**config.mk**
```make
export PLATFORM = sky130hd
export DESIGN_NAME = div
export DESIGN_NICKNAME = d
export VERILOG_FILES = /design/src/rtl/div.sv
export SDC_FILE = /design/constraint.sdc
export NUM_CORES = 1
export LEC_CHECK = 0
export BUFFER_PORTS_ARGS = -buffer_cell sky130_fd_sc_hd__buf_4
export CAP_MARGIN = 20
export CORE_MARGIN = 8
export CORE_UTILIZATION = 54
export CTS_CLUSTER_DIAMETER = 30
export DETAILED_ROUTE_END_ITERATION = 10
export HOLD_SLACK_MARGIN = 0.1
export PLACE_DENSITY = 0.83
export SYNTH_ARGS = -nofsm -noshare
export SYNTH_HDL_FRONTEND = slang
export SYNTH_SLANG_ARGS = --single-unit
export TNS_END_PERCENT = 30
```
**constraint.sdc**
```tcl
create_clock -name clk -period 3.3 [get_ports clk]
set_input_delay 0.66 -clock clk [delete_from_list [all_inputs] [get_ports clk]]
set_output_delay 0.66 -clock clk [all_outputs]
set_load 0.005 [all_outputs]
```
**src/rtl/div.sv**
```systemverilog
`timescale 1ns/1ps
// Multicycle 32-bit signed divider: radix-2 restoring division on magnitudes, then sign fix-up.
// Latency: 33 cycles from the start edge to the one-cycle ready pulse; one division per 34 cycles back-to-back.
// Backpressure: none; start is ignored while busy, and a start coincident with ready is accepted.
module div (
  input  logic        clk,
  input  logic        rst,
  input  logic        start,
  input  logic [31:0] dividend,
  input  logic [31:0] divisor,
  output logic [31:0] result,
  output logic [31:0] remainder,
  output logic        exception,
  output logic        ready,
  output logic        busy
);

  typedef enum logic [1:0] {
    IDLE = 2'd0,
    RUN  = 2'd1,
    DONE = 2'd2
  } state_t;

  state_t      r_state;
  state_t      w_next;

  logic [31:0] r_q;       // quotient shift register, starts as |dividend|
  logic [31:0] r_d;       // |divisor|
  logic [32:0] r_r;       // partial remainder
  logic [5:0]  r_cnt;
  logic        r_neg_q;
  logic        r_neg_r;
  logic        r_dz;
  logic [31:0] r_result;
  logic [31:0] r_remainder;
  logic        r_exception;
  logic        r_ready;
  logic        r_busy;

  logic [31:0] w_dvd_mag;
  logic [31:0] w_dvs_mag;
  logic [33:0] w_rsh;
  logic [33:0] w_diff;
  logic        w_neg;
  logic [31:0] w_q_signed;
  logic [31:0] w_r_signed;

  // Magnitudes as unsigned 32-bit values; 0x80000000 maps to itself without overflow.
  assign w_dvd_mag = dividend[31] ? (~dividend + 32'd1) : dividend;
  assign w_dvs_mag = divisor[31]  ? (~divisor  + 32'd1) : divisor;

  // {R,Q} << 1 seen from the remainder side, and the trial subtraction.
  // R < D < 2^32 holds between iterations, so 34 bits carry the sign of T.
  assign w_rsh  = {r_r, r_q[31]};
  assign w_diff = w_rsh - {2'b00, r_d};
  assign w_neg  = w_diff[33];

  // Sign correction. For divide-by-zero every trial succeeds, so R ends up
  // holding the dividend magnitude and the same fix-up restores the dividend.
  assign w_q_signed = r_neg_q ? (~r_q + 32'd1) : r_q;
  assign w_r_signed = r_neg_r ? (~r_r[31:0] + 32'd1) : r_r[31:0];

  assign result    = r_result;
  assign remainder = r_remainder;
  assign exception = r_exception;
  assign ready     = r_ready;
  assign busy      = r_busy;

  // State register.
  always_ff @(posedge clk or negedge rst) begin
    if (!rst) begin
      r_state <= IDLE;
    end else begin
      r_state <= w_next;
    end
  end

  // Next-state logic: 32 RUN cycles, then one DONE cycle.
  always_comb begin
    w_next = r_state;
    case (r_state)
      IDLE:    if (start) w_next = RUN;
      RUN:     if (r_cnt == 6'd31) w_next = DONE;
      DONE:    w_next = IDLE;
      default: w_next = IDLE;
    endcase
  end

  // Datapath, counters and registered outputs.
  always_ff @(posedge clk or negedge rst) begin
    if (!rst) begin
      r_q         <= '0;
      r_d         <= '0;
      r_r         <= '0;
      r_cnt       <= '0;
      r_neg_q     <= 1'b0;
      r_neg_r     <= 1'b0;
      r_dz        <= 1'b0;
      r_result    <= '0;
      r_remainder <= '0;
      r_exception <= 1'b0;
      r_ready     <= 1'b0;
      r_busy      <= 1'b0;
    end else begin
      r_ready <= 1'b0;
      case (r_state)
        IDLE: begin
          if (start) begin
            r_q     <= w_dvd_mag;
            r_d     <= w_dvs_mag;
            r_r     <= '0;
            r_neg_q <= dividend[31] ^ divisor[31];
            r_neg_r <= dividend[31];
            r_dz    <= (divisor == 32'd0);
            r_cnt   <= '0;
            r_busy  <= 1'b1;
          end else begin
            r_busy  <= 1'b0;
          end
        end
        RUN: begin
          r_q   <= {r_q[30:0], ~w_neg};
          r_r   <= w_neg ? w_rsh[32:0] : w_diff[32:0];
          r_cnt <= r_cnt + 6'd1;
        end
        DONE: begin
          r_result    <= r_dz ? 32'd0 : w_q_signed;
          r_remainder <= w_r_signed;
          r_exception <= r_dz;
          r_ready     <= 1'b1;
        end
        default: begin
          r_busy <= 1'b0;
        end
      endcase
    end
  end

endmodule

```
==> results of run 1 <==
-- cell type report --
type,instances,area [um^2]
clock inverters,14,148
well taps,275,344
clock buffers,18,439
fillers,1681,7130
repair buffers,214,1640
multi-input cells,996,6420
inverters,84,315
flip-flops and latches,175,4380
-- worst paths after layout --
kind / slack, ns / depth (start not counted) / endpoint / from
setup / recovery: 0.15 / 14 / r_r[32]$_DFFE_PN0P_ / r_q[31]$_DFFE_PN0P_
hold / removal: 0.20 / 1 / remainder[4]$_DFFE_PN0P_ / rst
setup reg to reg: 0.15 / 14 / r_r[32]$_DFFE_PN0P_ / r_q[31]$_DFFE_PN0P_
hold reg to reg: 0.48 / 2 / r_d[25]$_DFFE_PN0P_ / r_d[25]$_DFFE_PN0P_
max in group asynchronous: 2.18 / 2 / r_d[23]$_DFFE_PN0P_ / rst
min in group clk: 0.48 / 2 / r_d[25]$_DFFE_PN0P_ / r_d[25]$_DFFE_PN0P_
-- metal layers --
layer / GRT usage / share of wire / vias to the layer above
met5: 0 / 0.00030 / -
met4: 0.0657 / 0.016 / 2
met3: 0.0591 / 0.090 / 41
met2: 0.337 / 0.43 / 373
met1: 0.345 / 0.46 / 4956
li1: - / - / 5023
-- sequential cells by signal, indices dropped and copies added (netlist names) --
register and flops:
r_cnt 6, r_neg_q 1, result 32, r_d 32, exception 1, remainder 32
r_state 2, ready 1, r_r 33, busy 1, r_q 32, r_dz 1
r_neg_r 1
-- stage by stage --
stage | TNS, ns | area, um^2 | util | std cells | hold slack (ns)
global route | -0.0561 | 13700 | 0.657 | 1776 | 0.236
floorplan | 0 | 11300 | - | 1325 | 0.364
detailed placement | -0.289 | 13100 | 0.627 | 1743 | 0.471
finish | 0 | 13700 | 0.657 | 1776 | 0.196
CTS | 0 | 13600 | 0.655 | 1775 | 0.213
global placement | -0.0695 | 13100 | 0.627 | 1743 | 0.462
-- report_power, final --
group | leakage, nW | total (W) | switching [W] | internal (W)
clock | 0.280 | 0.00199 | 0.000966 | 0.00102
combinational | 3.91 | 0.00570 | 0.00335 | 0.00236
sequential | 2.30 | 0.00335 | 0.000641 | 0.00271
-- kinds of logic (layout without fill, tap and decap cells) --
| logic type | after synthesis | count (layout) | share of synthesized area |
|---|---|---|---|
| flip-flops | 175 | 175 | 0.386 |
| AO/OA/AOI/OAI | 394 | 394 | 0.216 |
| XOR/XNOR | 147 | 147 | 0.113 |
| multiplexers | 34 | 34 | 0.0305 |
| AND/OR/NAND/NOR | 380 | 380 | 0.157 |
| adder cells (fa/ha/maj) | 41 | 41 | 0.0459 |
| buffers and inverters | 154 | 330 | 0.0513 |
-- layout by cell type (no fill, tap or decap), types with 5 or more instances in the layout --
cell and n:
buf_4 211, dfrtp_1 175, nand2_1 160, o21ai_0 144, xor2_1 118, a21oi_1 86
inv_1 84, nor2_1 84, ha_1 39, o31ai_1 34, o22ai_1 32, xnor2_1 29
mux2i_1 29, nor3_1 22, o41ai_1 20, or4_1 20, or3_1 18, a21o_1 17
clkbuf_16 17, nand4_1 12, nand2b_1 10, nor4_1 9, nand3_1 9, a32oi_1 8
nor2b_1 7, and3_1 6, or2_2 5, o21a_1 5, mux2_2 5
==> out/metrics.cfg, run 1 <==
[status]
status = finished, final reports clean

[clocking]
root_buffer = clkbuf_16
cts_buffers = 17
cts.htree.levels = 4
worstSkewPairLatency_ns = 0.44
cts_setup_buffers = 0
cts_max_path_buffers = 2
cts_tree = done
holdBufCountCts = 0
path_clk_slew_ns = 0.07
clock-sinks = 175
post_cts_resized = 0

[setup_path]
slowest_delay_ns = 0.41
critical_path_required_ns = 3.63
path_class = flip-flop to flip-flop
path_max_fanout = 4
crit_chain = inv_1 -> ha_1 -> inv_1 -> fa_1 -> a211oi_2 -> o311a_1 -> o32ai_1 -> buf_4 -> nand3_1 -> a21oi_2 -> o31ai_1 -> a21boi_0 -> o311a_1 -> a221o_1
endpoint_kind = flip-flop
cp.arrival_ns = 3.48
worst_path_max_delay_cell = fa_1
cpLargestDelayFamily = compound AO/OA/AOI/OAI gates
path_buf_inv = 3
cp-start-kind = flip-flop

[die]
die_area_mm2 = 0.0259
initial_core_util = 0.545
die_width_um = 161
row_count = 53
die_h_um = 161
coreArea_mm2 = 0.0208
io_pins = 134

[route]
avgRoutedWirePerCell_um = 17.1
first_iter_violations = 975
vias_per_cell = 5.85
vias = 10400
ant_nets = 0
drtPass1Iterations = 7
routed_wl_um = 30400
route.detailed.drc = 0

[synthesis]
synth_most_common_cell = dfrtp_1
ys_types = 61
synth_top_area_frac = 0.386
synth_edf_count = 0
synth-seq-cells = 175
yosysSeqAreaShare = 0.386
netlist_area_mm2 = 0.0113
synthFlopType = dfrtp_1
syn_avg_cell_area_um2 = 8.56
synth_largest_area_cell = dfrtp_1
yosysWarnings = 0
ys_async_sr_fraction = 1.00
synth_common_cells = dfrtp_1, nand2_1, o21ai_0, xor2_1, a21oi_1
synthesis.nets = 1433
syn_inst = 1325
ys_top_cells_by_area = dfrtp_1, xor2_1, o21ai_0

[sta]
hold_viol = 0
worst_slew_pin_slew_ns = 0.928
layout_setup_ws_ns = 0.153
slew_headroom = 0.382
min_period_over_period = 0.954
fin_crit_ns = 3.15
setup_viol = 0
skew_ns = 0.0114
slew_viol_final = 0
rsz0062_at_grt = yes
fmax_ghz = 0.318

[global_route]
antenna_found_initial = 1
grt-ovfl-total = 0
grt_max_degree = 96
grt_use_total = 0.236
grt_first_pass_wirelength_um = 50300
grt_pass1_vias = 9851

[layout]
area_growth_pct = 20.7
drive_gt1_frac = 0.184
n_antenna_cell = 0
num-nets-final = 1596

[pwr]
p_total_w = 0.0110
peakVddDrop_v = 0.000344
p_leak_nw = 6.48
powerDensity_mw_per_mm2 = 807

[placement]
io_buffers = 133
dp_hpwl_um = 22900
place.gp.congestion = 0.914
post-place-ws_ns = -0.0960

[min_path]
min_path_type = input port to async pin

[run]
cap_viol_max_count = 0

(Power assumes the default switching activity.)
==> run 2: changes to the inputs <==
- ABC_AREA: not set -> 1
- CORE_UTILIZATION: 54 -> 55
==> out/metrics.cfg, run 2 <==
[layout]
area_growth_pct = 13.8  ; was 20.7%
multi_input_area_mm2 = 0.00749  ; was 0.00642 mm^2
num-fill-cells = 2251  ; was 1,681
largest-register = r_r  ; unchanged
drive_gt1_frac = 0.107  ; was 0.184
largest_reg_flops = 33  ; unchanged
final_cell_mix = nand2_1, inv_1, nand3_1  ; was buf_4, dfrtp_1, nand2_1
final_util = 0.629  ; was 0.657
final_common_cell = nand2_1  ; was buf_4
final_cells = 2476  ; was 1,776
ff_latch_area_mm2 = 0.00438  ; unchanged
num-nets-final = 2247  ; was 1,596
n_antenna_cell = 0  ; unchanged

[synthesis]
synth_top_area_frac = 0.329  ; was 0.386
ys_async_sr_fraction = 1.00  ; unchanged
synthFlopType = dfrtp_1  ; unchanged
ys_top_cells_by_area = dfrtp_1, nand2_1, nand3_1  ; was dfrtp_1, xor2_1, o21ai_0
syn_inst = 2040  ; was 1,325
netlist_area_mm2 = 0.0133  ; was 0.0113 mm^2
synth_most_common_cell = nand2_1  ; was dfrtp_1
yosysWarnings = 0  ; unchanged
synthesis.nets = 2148  ; was 1,433
synth_largest_area_cell = dfrtp_1  ; unchanged
ys_types = 48  ; was 61
synth_edf_count = 0  ; unchanged
syn_avg_cell_area_um2 = 6.52  ; was 8.56 um^2
synth-seq-cells = 175  ; unchanged
yosysSeqAreaShare = 0.329  ; was 0.386
synth_common_cells = nand2_1, inv_1, nand3_1, dfrtp_1, nor2_1  ; was dfrtp_1, nand2_1, o21ai_0, xor2_1, a21oi_1

[sta]
slew_headroom = 0.465  ; was 0.382
fin_crit_ns = 2.66  ; was 3.15 ns
final.setup.tns_ns = 0  ; unchanged
layout_setup_ws_ns = 0.640  ; was 0.153 ns
slew_viol_final = 0  ; unchanged
hold_viol = 0  ; unchanged
fmax_ghz = 0.376  ; was 0.318 GHz
skew_ns = 0.0133  ; was 0.0114 ns
min_period_over_period = 0.806  ; was 0.954
rsz0062_at_grt = no  ; was yes
worst_slew_pin_slew_ns = 0.802  ; was 0.928 ns
setup_viol = 0  ; unchanged

[setup_path]
path_class = flip-flop to flip-flop  ; unchanged
endpoint_kind = flip-flop  ; unchanged
cp-start-kind = flip-flop  ; unchanged
critical_path_required_ns = 3.63  ; about the same
path_max_fanout = 34  ; was 4
cp.arrival_ns = 2.99  ; was 3.48 ns

[pwr]
p_leak_nw = 7.99  ; was 6.48 nW
powerDensity_mw_per_mm2 = 1020  ; was 807 mW/mm^2
power.switching_w = 0.00793  ; was 0.00495 W
intPower_w = 0.00743  ; was 0.00609 W
combPwrFrac = 0.603  ; was 0.516
seq_power_share = 0.257  ; was 0.304
peakVddDrop_v = 0.000488  ; was 0.000344 V
switching_share = 0.516  ; was 0.449
p_total_w = 0.0154  ; was 0.0110 W
pwr-share-clk = 0.140  ; was 0.180

[clocking]
cts_tree = done  ; unchanged
root_buffer = clkbuf_16  ; unchanged
cts_buffers = 17  ; unchanged
worstSkewPairLatency_ns = 0.45  ; was 0.44 ns
post_cts_resized = 0  ; unchanged
holdBufCountCts = 0  ; unchanged
path_clk_slew_ns = 0.08  ; was 0.07 ns
cts.htree.levels = 4  ; unchanged
cts_max_path_buffers = 2  ; unchanged
clock-sinks = 175  ; unchanged
cts_setup_buffers = 0  ; unchanged

[status]
status = finished, final reports clean  ; unchanged

[die]
die_width_um = 171  ; was 161 um
io_pins = 134  ; unchanged
die_area_mm2 = 0.0294  ; was 0.0259 mm^2
coreArea_mm2 = 0.0240  ; was 0.0208 mm^2
row_count = 57  ; was 53
initial_core_util = 0.553  ; was 0.545
die_h_um = 171  ; was 161 um

[route]
route.detailed.drc = 0  ; unchanged
ant_nets = 0  ; unchanged
drtPass1Iterations = 6  ; was 7
first_iter_violations = 1429  ; was 975
vias_per_cell = 5.45  ; was 5.85
routed_wl_um = 39100  ; was 30,400 um
avgRoutedWirePerCell_um = 15.8  ; was 17.1 um
vias = 13500  ; was 10,400

[global_route]
grt_use_total = 0.266  ; was 0.236
grt_pass1_vias = 12100  ; was 9,851
grt_first_pass_wirelength_um = 62700  ; was 50,300 um
antenna_found_initial = 0  ; was 1
grt_max_degree = 79  ; was 96
grt-ovfl-total = 0  ; unchanged

[placement]
dp.cells = 2444  ; was 1,743
place.gp.congestion = 0.986  ; was 0.914
post-place-ws_ns = 0.738  ; was -0.0960 ns
dp_hpwl_um = 30400  ; was 22,900 um
io_buffers = 133  ; unchanged

[min_path]
min_path_type = input port to async pin  ; unchanged

[run]
cap_viol_max_count = 0  ; unchanged

run 2: changes by cell type in the layout (fill, tap and decap cells not counted), sizes merged, moves of 31 or more:
cell	previous run	this run
xor2	118	42
nand2	161	636
nand3	9	219
buf	214	150
o31ai	35	4
nor2	85	170
inv	89	292
run 2: worst max-delay path, stage by stage, from the launching register on:
cell,delay [ns]
dfrtp_1,0.48
ha_1,0.48
nand2_1,0.17
nor2_1,0.26
nand2_1,0.15
nor2_1,0.16
nor2_2,0.08
nand3_2,0.08
buf_4,0.35
nand3_1,0.14
nand3_1,0.11
nand2_1,0.07
run 2: worst paths after layout:
kind	end	start	slack (ns)	cells after the start
hold reg to reg	r_d[7]$_DFFE_PN0P_	r_d[7]$_DFFE_PN0P_	0.49	2
min in group clk	r_d[7]$_DFFE_PN0P_	r_d[7]$_DFFE_PN0P_	0.49	2
setup reg to reg	r_r[15]$_DFFE_PN0P_	r_r[24]$_DFFE_PN0P_	0.64	11
setup / recovery	r_r[15]$_DFFE_PN0P_	r_r[24]$_DFFE_PN0P_	0.64	11
hold / removal	r_d[1]$_DFFE_PN0P_	rst	0.19	1
max in group asynchronous	remainder[25]$_DFFE_PN0P_	rst	2.27	2
run 2: layer usage:
layer  global-route usage  vias up  share of wire
met4               0.0677        0          0.014
met3               0.0392       40           0.11
met2                0.368      599           0.40
met1                0.421     6118           0.48
li1                     -     6746              -
met5                    0        -              0
run 2: layout make-up:
type	count	share of cell area
clock buffer	17	0.0281
clock inverter	15	0.0128
inverter	283	0.0702
multi-input combinational	1512	0.495
sequential	175	0.289
tap	324	0.0268
timing repair buffer	150	0.0772
run 2: logic make-up after synthesis:
group / count (synthesis) / synth area share
AOI/OAI and AO/OA: 289 / 0.119
xor gates and xnor gates: 66 / 0.0435
adders and majority gates: 41 / 0.0392
buffers and inverters: 353 / 0.107
DFF: 175 / 0.329
and+or+nand+nor: 1116 / 0.361
run 2: power groups by stage:
stage          Sequential [W]  Combinational [W]  Clock (W)
6_report              0.00394            0.00926    0.00215
2_1_floorplan         0.00369            0.00661          0
3_3_place_gp          0.00390            0.00899          0
4_1_cts               0.00391            0.00916    0.00217
5_1_grt               0.00404             0.0104    0.00224
3_5_place_dp          0.00394            0.00910          0
run 2: stage by stage:
stage	hold slack [ns]	area, um^2
after floorplan	0.364	13300
after global placement	0.464	14500
after detailed placement	0.467	14500
after CTS	0.246	15100
after global routing	0.258	15100
final	0.189	15100
==> run 3: changes to the inputs <==
- clock period: 3.3 -> 2.4 ns (I/O delays scaled with it)
==> out/metrics.cfg, run 3 (same netlist as run 2, synthesis figures left out) <==
[clocking]
cts.htree.levels = 4  ; unchanged
cts_max_path_buffers = 2  ; unchanged
clock-sinks = 175  ; unchanged
cts_tree = done  ; unchanged
worstSkewPairLatency_ns = 0.45  ; about the same
root_buffer = clkbuf_16  ; unchanged
path_clk_slew_ns = 0.09  ; was 0.08 ns
cts_buffers = 17  ; unchanged

[sta]
hold_ws_ns = 0.318  ; was 0.189 ns
skew_ns = 0.0175  ; was 0.0133 ns
worst_slew_pin_slew_ns = 0.627  ; was 0.802 ns
hold_viol = 0  ; unchanged
slew_viol_final = 0  ; unchanged
setup_viol = 0  ; unchanged
fin_crit_ns = 2.35  ; was 2.66 ns
layout_setup_ws_ns = 0.0493  ; was 0.640 ns
rsz0062_at_grt = yes  ; was no
min_period_over_period = 0.979  ; was 0.806
fmax_ghz = 0.425  ; was 0.376 GHz
slew_headroom = 0.578  ; was 0.465

[setup_path]
critical_path_required_ns = 2.72  ; was 3.63 ns
reg2reg_slack_ns = 0.05  ; was 0.64 ns
endpoint_kind = flip-flop  ; unchanged
cp.arrival_ns = 2.67  ; was 2.99 ns
path_max_fanout = 7  ; was 34
path_class = flip-flop to flip-flop  ; unchanged
cp-start-kind = flip-flop  ; unchanged

[route]
vias = 14100  ; was 13,500
first_iter_violations = 1662  ; was 1,429
ant_nets = 0  ; unchanged
route.detailed.drc = 0  ; unchanged
wl_met2_um = 17800  ; was 15,700 um
drtPass1Iterations = 6  ; unchanged
vias_per_cell = 5.55  ; was 5.45
wl_met1_um = 19300  ; was 18,800 um
wl_met3_um = 4500  ; was 4170 um
routed_wl_um = 42500  ; was 39,100 um
avgRoutedWirePerCell_um = 16.7  ; was 15.8 um
highest_layer = met4  ; unchanged

[layout]
largest_reg_flops = 33  ; unchanged
final_common_cell = nand2_1  ; unchanged
n_antenna_cell = 0  ; unchanged
final_cell_mix = nand2_1, inv_1, nand3_1  ; unchanged
drive_gt1_frac = 0.150  ; was 0.107
largest-register = r_r  ; unchanged
area_growth_pct = 20.5  ; was 13.8%
fin_area_mm2 = 0.0160  ; was 0.0151 mm^2
num-nets-final = 2316  ; was 2,247

[placement]
io_buffers = 133  ; unchanged
dp_hpwl_um = 32200  ; was 30,400 um
place.gp.congestion = 0.998  ; was 0.986
placed_area_mm2 = 0.0150  ; was 0.0145 mm^2
post-place-ws_ns = -0.0316  ; was 0.738 ns

[pwr]
powerDensity_mw_per_mm2 = 1440  ; was 1020 mW/mm^2
p_total_w = 0.0231  ; was 0.0154 W
p_leak_nw = 8.37  ; was 7.99 nW
peakVddDrop_v = 0.000959  ; was 0.000488 V

[min_path]
min_path_type = input port to flip-flop  ; was input port to async pin

[global_route]
grt_use_total = 0.286  ; was 0.266
grt_first_pass_wirelength_um = 66800  ; was 62,700 um
grt-ovfl-total = 0  ; unchanged
grt_max_degree = 79  ; unchanged
grt_pass1_vias = 12900  ; was 12,100
antenna_found_initial = 1  ; was 0

[run]
cap_viol_max_count = 0  ; unchanged

[die]
coreArea_mm2 = 0.0240  ; unchanged
row_count = 57  ; unchanged
initial_core_util = 0.553  ; unchanged
die_h_um = 171  ; unchanged
io_pins = 134  ; unchanged
die_width_um = 171  ; unchanged
die_area_mm2 = 0.0294  ; unchanged

[status]
status = finished, final reports clean  ; unchanged

run 3: critical path, cell delays in order (launching register included):
cell and delay [ns]:
dfrtp_1 0.36, inv_1 0.06, ha_1 0.35, nand2_1 0.09, nand2_1 0.07, nand2_1 0.06
nand2_1 0.06, inv_1 0.06, nand3_2 0.12, nand2_2 0.10, nand2_2 0.07, nand2_4 0.11
nand2_4 0.10, nand2_8 0.12, buf_4 0.16, nand3_1 0.12, nand3_1 0.15, nand2_1 0.07
run 3: area by class of cell:
class | count | area [um^2]
Fill cell | 2140 | 8010
Sequential cell | 175 | 4380
Tap cell | 324 | 405
Clock buffer | 17 | 425
Clock inverter | 15 | 204
Timing Repair Buffer | 219 | 1770
Multi-Input combinational cell | 1512 | 7770
Inverter | 283 | 1060
run 3: through the flow:
| step | cells | setup TNS (ns) | utilization |
|---|---|---|---|
| final | 2545 | 0 | 0.667 |
| after global routing | 2545 | -0.0755 | 0.667 |
| after CTS | 2536 | 0 | 0.653 |
| after detailed placement | 2503 | -0.110 | 0.625 |
| after global placement | 2503 | 0 | 0.625 |
| after floorplan | 2040 | 0 | - |
run 3: worst paths after layout:
path	cells past startpoint	start	to
max	17	r_d[6]$_DFFE_PN0P_	r_r[19]$_DFFE_PN0P_
min	4	divisor[26]	r_d[26]$_DFFE_PN0P_
max reg2reg	17	r_d[6]$_DFFE_PN0P_	r_r[19]$_DFFE_PN0P_
min reg2reg	2	r_d[22]$_DFFE_PN0P_	r_d[22]$_DFFE_PN0P_
max in group asynchronous	3	rst	r_r[30]$_DFFE_PN0P_
min in group asynchronous	2	rst	r_d[4]$_DFFE_PN0P_
run 3: report_power, final:
group / leakage [nW] / switching [W] / internal [W]
combinational: 5.86 / 0.00917 / 0.00571
clock: 0.302 / 0.00151 / 0.00144
sequential: 2.20 / 0.00106 / 0.00424
run 3: what timing repair did:
item                                   4_1_cts  5_1_grt
hold buffers                                 1        0
cloned                                       0        1
setup buffers                                0        8
endpoints found under the hold margin       37        0
resized for setup                            4       44
setup endpoints to repair                   25       37
pin swaps                                    1        4
run 3: routing by layer:
metal	track usage	up-vias
met3	0.0645	63
met5	0	-
met2	0.409	662
li1	-	6890
met1	0.425	6516
met4	0.0741	0
